**src/rtl/uart_rx_oversamp_if.sv**
```systemverilog
`timescale 1ns/1ps
// Bundle of configuration, serial line and received-frame signals for one
// UART receive channel. The receiver connects through the slave modport;
// the pad/config side and the byte-level consumer use the master modport.
interface uart_rx_oversamp_if #(
    parameter int DATA_BITS = 8,
    parameter int DIV_W     = 16
);
    logic [DIV_W-1:0]     baud_div;
    logic [1:0]           parity_mode;
    logic                 rx_in;
    logic [DATA_BITS-1:0] rx_data;
    logic                 rx_valid;
    logic                 parity_err;
    logic                 frame_err;
    logic                 start_flag;
    logic                 busy;

    modport master (
        output baud_div, parity_mode, rx_in,
        input  rx_data, rx_valid, parity_err, frame_err, start_flag, busy
    );

    modport slave (
        input  baud_div, parity_mode, rx_in,
        output rx_data, rx_valid, parity_err, frame_err, start_flag, busy
    );
endinterface

```
**src/rtl/uart_rx_oversamp.sv**
```systemverilog
`timescale 1ns/1ps
// Oversampling UART frame receiver: synchronises the async rx line, divides
// clk into oversample ticks, majority-votes VOTE centred samples per bit and
// assembles start/data/parity/stop into a word plus error flags.
module uart_rx_oversamp #(
    parameter int DATA_BITS = 8,
    parameter int OVS       = 16,
    parameter int VOTE      = 3,
    parameter int DIV_W     = 16
) (
    input logic clk,
    input logic rst,
    uart_rx_oversamp_if.slave rx_if
);

    localparam int TICK_W = $clog2(OVS);
    localparam int ONES_W = $clog2(VOTE + 1);
    localparam int BITC_W = $clog2(DATA_BITS + 1);
    localparam int VLO    = OVS / 2 - VOTE / 2;   // first vote tick
    localparam int VHI    = OVS / 2 + VOTE / 2;   // last vote tick

    typedef enum logic [2:0] {
        S_IDLE,
        S_START,
        S_DATA,
        S_PARITY,
        S_STOP
    } state_t;

    state_t state_q, state_d;

    // Synchroniser and edge-detect flops
    logic sync1_q, rxs_q, rxs_prev_q;

    // Per-frame latched configuration
    logic [DIV_W-1:0] baud_div_q, baud_div_d;
    logic [1:0]       mode_q, mode_d;

    // Timing and voting counters
    logic [DIV_W-1:0]  div_cnt_q, div_cnt_d;
    logic [TICK_W-1:0] tick_cnt_q, tick_cnt_d;
    logic [ONES_W-1:0] ones_cnt_q, ones_cnt_d;
    logic [BITC_W-1:0] bit_cnt_q, bit_cnt_d;

    // Frame assembly
    logic [DATA_BITS-1:0] shift_q, shift_d;
    logic                 perr_q, perr_d;

    // Output registers
    logic [DATA_BITS-1:0] rx_data_q, rx_data_d;
    logic                 rx_valid_q, rx_valid_d;
    logic                 parity_err_q, parity_err_d;
    logic                 frame_err_q, frame_err_d;
    logic                 start_flag_q, start_flag_d;
    logic                 busy;

    // Decoded timing events
    logic [DIV_W-1:0]  div_eff;
    logic [ONES_W-1:0] ones_sum;
    logic              start_det;
    logic              tick;
    logic              in_vote;
    logic              vote_last;
    logic              bit_end;
    logic              voted;
    logic              par_en;
    logic              exp_par;

    assign div_eff   = (baud_div_q == '0) ? DIV_W'(1) : baud_div_q;
    assign start_det = (state_q == S_IDLE) && rxs_prev_q && !rxs_q;
    assign tick      = (state_q != S_IDLE) && (div_cnt_q == div_eff - DIV_W'(1));
    assign in_vote   = tick && (tick_cnt_q >= TICK_W'(VLO)) && (tick_cnt_q <= TICK_W'(VHI));
    assign vote_last = tick && (tick_cnt_q == TICK_W'(VHI));
    assign bit_end   = tick && (tick_cnt_q == TICK_W'(OVS - 1));
    // The vote includes the sample being taken this tick, so the bit value is
    // available on the last vote tick itself.
    assign ones_sum  = ones_cnt_q + ONES_W'(rxs_q);
    assign voted     = (ones_sum > ONES_W'(VOTE / 2));
    assign par_en    = (mode_q == 2'd1) || (mode_q == 2'd2);
    assign exp_par   = (^shift_q) ^ (mode_q == 2'd2);

    // Two-flop synchroniser plus one flop of history for falling-edge detect
    always_ff @(posedge clk) begin
        // NOTE: sequential state always uses non-blocking assignments so every
        // flop samples the pre-edge value of its neighbours.
        if (rst) begin
            sync1_q    <= 1'b1;
            rxs_q      <= 1'b1;
            rxs_prev_q <= 1'b1;
        end else begin
            sync1_q    <= rx_if.rx_in;
            rxs_q      <= sync1_q;
            rxs_prev_q <= rxs_q;
        end
    end

    // FSM state register
    always_ff @(posedge clk) begin
        if (rst) begin
            state_q <= S_IDLE;
        end else begin
            state_q <= state_d;
        end
    end

    // FSM next-state logic; bit decisions happen on the last vote tick,
    // bit-to-bit advances on the final tick of the bit
    always_comb begin
        // NOTE: defaulting every combinational output first prevents latches
        // on paths that do not assign it.
        state_d = state_q;
        unique case (state_q)
            S_IDLE: begin
                if (start_det) state_d = S_START;
            end
            S_START: begin
                if (vote_last && voted) state_d = S_IDLE;
                else if (bit_end)       state_d = S_DATA;
            end
            S_DATA: begin
                if (bit_end && (bit_cnt_q == BITC_W'(DATA_BITS)))
                    state_d = par_en ? S_PARITY : S_STOP;
            end
            S_PARITY: begin
                if (bit_end) state_d = S_STOP;
            end
            S_STOP: begin
                if (vote_last) state_d = S_IDLE;
            end
            default: state_d = S_IDLE;
        endcase
    end

    // FSM output logic
    always_comb begin
        busy = (state_q != S_IDLE);
    end

    // Datapath next-state: tick divider, bit timing, voting, shifting, outputs
    always_comb begin
        baud_div_d   = baud_div_q;
        mode_d       = mode_q;
        div_cnt_d    = div_cnt_q;
        tick_cnt_d   = tick_cnt_q;
        ones_cnt_d   = ones_cnt_q;
        bit_cnt_d    = bit_cnt_q;
        shift_d      = shift_q;
        perr_d       = perr_q;
        rx_data_d    = rx_data_q;
        parity_err_d = parity_err_q;
        frame_err_d  = frame_err_q;
        rx_valid_d   = 1'b0;
        start_flag_d = start_det;

        if (start_det) begin
            // Configuration is frozen for the whole frame from here on
            baud_div_d = rx_if.baud_div;
            mode_d     = rx_if.parity_mode;
            div_cnt_d  = '0;
            tick_cnt_d = '0;
            ones_cnt_d = '0;
            bit_cnt_d  = '0;
            perr_d     = 1'b0;
        end else if (state_q != S_IDLE) begin
            div_cnt_d = tick ? '0 : div_cnt_q + DIV_W'(1);
            if (tick) begin
                tick_cnt_d = (tick_cnt_q == TICK_W'(OVS - 1)) ? '0 : tick_cnt_q + TICK_W'(1);
                if (in_vote) ones_cnt_d = ones_sum;
                if (bit_end) ones_cnt_d = '0;
            end
            if (vote_last) begin
                unique case (state_q)
                    S_DATA: begin
                        shift_d   = {voted, shift_q[DATA_BITS-1:1]};
                        bit_cnt_d = bit_cnt_q + BITC_W'(1);
                    end
                    S_PARITY: begin
                        perr_d = voted ^ exp_par;
                    end
                    S_STOP: begin
                        rx_valid_d   = 1'b1;
                        rx_data_d    = shift_q;
                        parity_err_d = par_en ? perr_q : 1'b0;
                        frame_err_d  = !voted;
                    end
                    default: ;
                endcase
            end
        end
    end

    // Datapath registers
    always_ff @(posedge clk) begin
        if (rst) begin
            baud_div_q   <= '0;
            mode_q       <= '0;
            div_cnt_q    <= '0;
            tick_cnt_q   <= '0;
            ones_cnt_q   <= '0;
            bit_cnt_q    <= '0;
            shift_q      <= '0;
            perr_q       <= 1'b0;
            rx_data_q    <= '0;
            rx_valid_q   <= 1'b0;
            parity_err_q <= 1'b0;
            frame_err_q  <= 1'b0;
            start_flag_q <= 1'b0;
        end else begin
            baud_div_q   <= baud_div_d;
            mode_q       <= mode_d;
            div_cnt_q    <= div_cnt_d;
            tick_cnt_q   <= tick_cnt_d;
            ones_cnt_q   <= ones_cnt_d;
            bit_cnt_q    <= bit_cnt_d;
            shift_q      <= shift_d;
            perr_q       <= perr_d;
            rx_data_q    <= rx_data_d;
            rx_valid_q   <= rx_valid_d;
            parity_err_q <= parity_err_d;
            frame_err_q  <= frame_err_d;
            start_flag_q <= start_flag_d;
        end
    end

    assign rx_if.rx_data    = rx_data_q;
    assign rx_if.rx_valid   = rx_valid_q;
    assign rx_if.parity_err = parity_err_q;
    assign rx_if.frame_err  = frame_err_q;
    assign rx_if.start_flag = start_flag_q;
    assign rx_if.busy       = busy;

endmodule
```
**src/flat_wrapper.sv**
```systemverilog
// flat-port wrapper written by rule: the top's interface ports become plain ports
module uart_rx_oversamp_flat 
#(
    parameter int DATA_BITS = 8,
    parameter int OVS       = 16,
    parameter int VOTE      = 3,
    parameter int DIV_W     = 16
)
  (clk, rst, rx_if_baud_div, rx_if_parity_mode, rx_if_rx_in, rx_if_rx_data, rx_if_rx_valid, rx_if_parity_err, rx_if_frame_err, rx_if_start_flag, rx_if_busy);
  uart_rx_oversamp_if #(.DATA_BITS(DATA_BITS), .DIV_W(DIV_W)) rx_if_i ();
  input logic clk;
  input logic rst;
  input wire logic [$bits(rx_if_i.baud_div)-1:0] rx_if_baud_div;
  input wire logic [$bits(rx_if_i.parity_mode)-1:0] rx_if_parity_mode;
  input wire logic [$bits(rx_if_i.rx_in)-1:0] rx_if_rx_in;
  output wire logic [$bits(rx_if_i.rx_data)-1:0] rx_if_rx_data;
  output wire logic [$bits(rx_if_i.rx_valid)-1:0] rx_if_rx_valid;
  output wire logic [$bits(rx_if_i.parity_err)-1:0] rx_if_parity_err;
  output wire logic [$bits(rx_if_i.frame_err)-1:0] rx_if_frame_err;
  output wire logic [$bits(rx_if_i.start_flag)-1:0] rx_if_start_flag;
  output wire logic [$bits(rx_if_i.busy)-1:0] rx_if_busy;
  assign rx_if_i.baud_div = rx_if_baud_div;
  assign rx_if_i.parity_mode = rx_if_parity_mode;
  assign rx_if_i.rx_in = rx_if_rx_in;
  assign rx_if_rx_data = rx_if_i.rx_data;
  assign rx_if_rx_valid = rx_if_i.rx_valid;
  assign rx_if_parity_err = rx_if_i.parity_err;
  assign rx_if_frame_err = rx_if_i.frame_err;
  assign rx_if_start_flag = rx_if_i.start_flag;
  assign rx_if_busy = rx_if_i.busy;
  uart_rx_oversamp #(.DATA_BITS(DATA_BITS), .OVS(OVS), .VOTE(VOTE), .DIV_W(DIV_W)) u_core (.clk(clk), .rst(rst), .rx_if(rx_if_i));
endmodule
```
**config.mk**
```make
export PLATFORM = sky130hd
export DESIGN_NAME = uart_rx_oversamp_flat
export DESIGN_NICKNAME = d
export VERILOG_FILES = /design/src/rtl/uart_rx_oversamp_if.sv /design/src/rtl/uart_rx_oversamp.sv /design/src/flat_wrapper.sv
export SDC_FILE = /design/constraint.sdc
export NUM_CORES = 1
export LEC_CHECK = 0
export ABC_AREA = 0
export ABC_CLOCK_PERIOD_IN_PS = 8050
export BUFFER_PORTS_ARGS = -buffer_cell sky130_fd_sc_hd__buf_2
export CAP_MARGIN = 20
export CORE_MARGIN = 1
export CORE_UTILIZATION = 25
export CTS_BUF_LIST = sky130_fd_sc_hd__clkbuf_16
export DETAILED_ROUTE_END_ITERATION = 12
export HOLD_SLACK_MARGIN = 0.06
export PLACE_DENSITY_LB_ADDON = 0.1
export SLEW_MARGIN = 15
export SYNTH_ARGS = -nofsm -noshare
export SYNTH_HDL_FRONTEND = slang
export SYNTH_SLANG_ARGS = --single-unit
```
**constraint.sdc**
```tcl
create_clock -name clk -period 8.05 [get_ports clk]
set_input_delay 0.4025 -clock clk [delete_from_list [all_inputs] [get_ports clk]]
set_output_delay 0.4025 -clock clk [all_outputs]
set_load 0.005 [all_outputs]
```
==> flow_metrics.py <==
metrics = {
    "placed_design": {
        "dp_cells": 664,
        "post-dp-hpwl_um": 7330,
        "place_congestion": 0.823,
        "place.port_buffers": 33,
    },
    "pwr": {
        "pwr-share-seq_pct": 37.4,
        "intPower_mw": 0.738,
        "irDropWorstVdd_uv": 97.2,
        "p_total_mw": 0.980,
        "pwr-share-clk_pct": 49.5,
        "power_density_nw_per_um2": 218,
        "sw_frac_of_total_pct": 24.6,
        "comb_power_share_pct": 13.0,
        "switching_power_mw": 0.241,
        "leakagePower_nw": 1.64,
    },
    "detailed_routing": {
        "dr_wl_met3_um": 439,
        "highest_layer": "met4",
        "wl_met1_um": 4550,
        "wl_per_cell_um": 14.4,
        "wl_met2_um": 4720,
        "first_pass_iters": 4,
        "wirelength_um": 9800,
        "via_per_inst": 4.82,
        "vias": 3278,
        "drc_errors": 0,
        "dr.first_iter.drc_count": 149,
        "postRouteAntennaNets": 0,
    },
    "synth": {
        "synth_warnings": 0,
        "synth_top_cell_by_area": "dfxtp_1",
        "synth_ff_type": "dfxtp_1",
        "synth.top_cell.area_share_pct": 36.8,
        "ys_seq_area_share_pct": 36.8,
        "synthDistinctLibCells": 55,
        "synth_nets": 498,
        "synth_edf_count": 0,
        "ys_ff_latch": 71,
        "yosys-top-cells-area": "dfxtp_1 (37%), nand2_1 (8.6%), mux2i_1 (5.7%)",
        "synthArstFlopShare_pct": 0,
        "synth_most_common_cell": "nand2_1",
        "synth_common_cells": "nand2_1 (88), dfxtp_1 (71), nor2_1 (40)",
        "synth_cells": 468,
        "netlist_area_um2": 3860,
        "syn_area_per_cell_um2": 8.25,
    },
    "status": {
        "outcome": "completed",
    },
    "global_route": {
        "antenna_found_initial": 0,
        "grt_pass1_vias": 3227,
        "grt.overflow.total": 0,
        "grt_pass1_wl_um": 16000,
        "grt_max_degree": 30,
        "grtUsageTotal_pct": 12.9,
    },
    "clock_network": {
        "insertion_delay_ns": 0.34,
        "cts-root-buf": "clkbuf_16",
        "cts-buffers-inserted": 9,
        "h-tree-depth": 3,
        "post_cts_buffers": 0,
        "clock-sinks": 71,
        "cts_tree": "yes",
        "holdBufCountCts": 0,
        "cts_buffer_depth": 2,
        "path_clk_slew_ns": 0.06,
        "post_cts_resized": 0,
    },
    "setup_path": {
        "cp_max_fo": 16,
        "crit_arrival_ns": 4.87,
        "crit_path_start_kind": "register",
        "required_ns": 8.32,
        "critPathCaptureType": "register",
        "critical_path_class": "register to register",
    },
    "sta": {
        "finalHoldViolCount": 0,
        "report.final.slew_viol_count": 0,
        "tightest_slew_ns": 0.860,
        "skew_ns": 0.00653,
        "timing.setup.tns_ns": 0,
        "whs_ns": 0.246,
        "min_period_ns": 4.61,
        "max_freq_mhz": 217,
        "grt_setup_unrepaired": "false",
        "period_share_pct": 57.2,
        "relSlewSlack_pct": 41.2,
        "finalSetupViolCount": 0,
    },
    "finish": {
        "post-route-util_pct": 29.7,
        "antenna_cells": 0,
        "nets": 517,
        "final_cells": 680,
        "layout-drive-gt1-share_pct": 13.8,
        "syn2layout_area_growth_pct": 16.6,
        "fillCellCount": 1602,
    },
    "floorplanning": {
        "io_pins": 34,
        "core_um2": 15100,
        "die_area_um2": 15900,
        "die_x_um": 126,
        "die_h_um": 126,
        "initial_utilization_pct": 25.5,
        "fp-row-count": 45,
    },
    "flow_run": {
        "max_cap_viol_count": 0,
    },
    "min_path": {
        "hp-class": "input port to register",
    },
}
==> sequential cells by signal, summed over array words and instances (netlist names), 2 cells and up <==
name	cells
u_core.baud_div_q	16
u_core.bit_cnt_q	4
u_core.div_cnt_q	16
u_core.mode_q	2
u_core.ones_cnt_q	2
u_core.rx_if.rx_data	8
u_core.shift_q	8
u_core.state_q	3
u_core.tick_cnt_q	4
==> power groups by stage <==
| stage | combinational (mW) | clock, mW | sequential, mW |
|---|---|---|---|
| 5_1_grt | 0.141 | 0.513 | 0.368 |
| 4_1_cts | 0.128 | 0.501 | 0.366 |
| 6_report | 0.128 | 0.485 | 0.367 |
| 2_1_floorplan | 0.102 | 0 | 0.368 |
| 3_5_place_dp | 0.128 | 0 | 0.374 |
| 3_3_place_gp | 0.128 | 0 | 0.374 |
==> through the flow <==
step | area (um2) | setup slack, ns
floorplan | 3860 | 4.40
global placement | 4140 | 3.64
detailed placement | 4140 | 3.44
CTS | 4500 | 3.41
global route | 4500 | 3.10
finish | 4500 | 3.44
==> per-layer routing <==
metal	GRT usage (%)	up-vias
met5	0	-
met4	4.46	0
met3	4.08	9
met2	21.6	51
met1	15.6	1563
li1	-	1655
==> critical path, stage by stage, from the launching register on <==
cell and delay (ns):
dfxtp_1 0.52, nor4_2 0.15, a41oi_1 0.47, ha_1 0.38
nor3b_1 0.40, or4b_1 0.49, xnor2_1 0.18, nor4_2 0.55
nand2_2 0.35, nor4_4 0.78, mux2i_1 0.26
==> cell usage in the layout (no fill, tap or decap), drive strengths merged, types with 13 or more instances in the layout <==
cell	netlist	layout
xnor2	21	21
inv	12	13
xor2	21	21
buf	7	34
a21oi	30	30
nand2	89	89
mux2i	22	22
nor2	40	40
dfxtp	71	71
nand3	17	17
==> cell type report <==
cell class                      instances  area (um2)  area share, %
Clock inverter                          7         136           3.03
Tap cell                              188         235           5.23
Clock buffer                            9         225           5.00
Multi-Input combinational cell        359        2270           50.3
Timing Repair Buffer                   34         173           3.84
Inverter                               12        45.0           1.00
Sequential cell                        71        1420           31.6
==> worst paths after layout <==
kind                                                   startpoint  slack (ns)  cells past startpoint                        endpoint
worst max-delay path            u_core.baud_div_q[9]$_SDFFE_PP0P_        3.44                     10  u_core.shift_q[5]$_SDFFE_PP0P_
worst min-delay path                                  rx_if_rx_in        0.25                      2       u_core.sync1_q$_SDFF_PP1_
worst max register to register  u_core.baud_div_q[9]$_SDFFE_PP0P_        3.44                     10  u_core.shift_q[5]$_SDFFE_PP0P_
worst min register to register          u_core.sync1_q$_SDFF_PP1_        0.41                      1         u_core.rxs_q$_SDFF_PP1_
==> kinds of logic (layout without fill, tap and decap cells) <==
group / Yosys count / after routing / synth area share [%]
XOR/XNOR: 42 / 42 / 9.53
buffers and inverters: 38 / 62 / 4.47
AND/OR/NAND/NOR: 217 / 217 / 28.9
adder cells (fa/ha/maj): 9 / 9 / 2.92
flip-flops: 71 / 71 / 36.8
multiplexers: 23 / 23 / 6.00
AO/OA/AOI/OAI: 68 / 68 / 11.4
No activity file was read; power rests on OpenSTA's default activity.
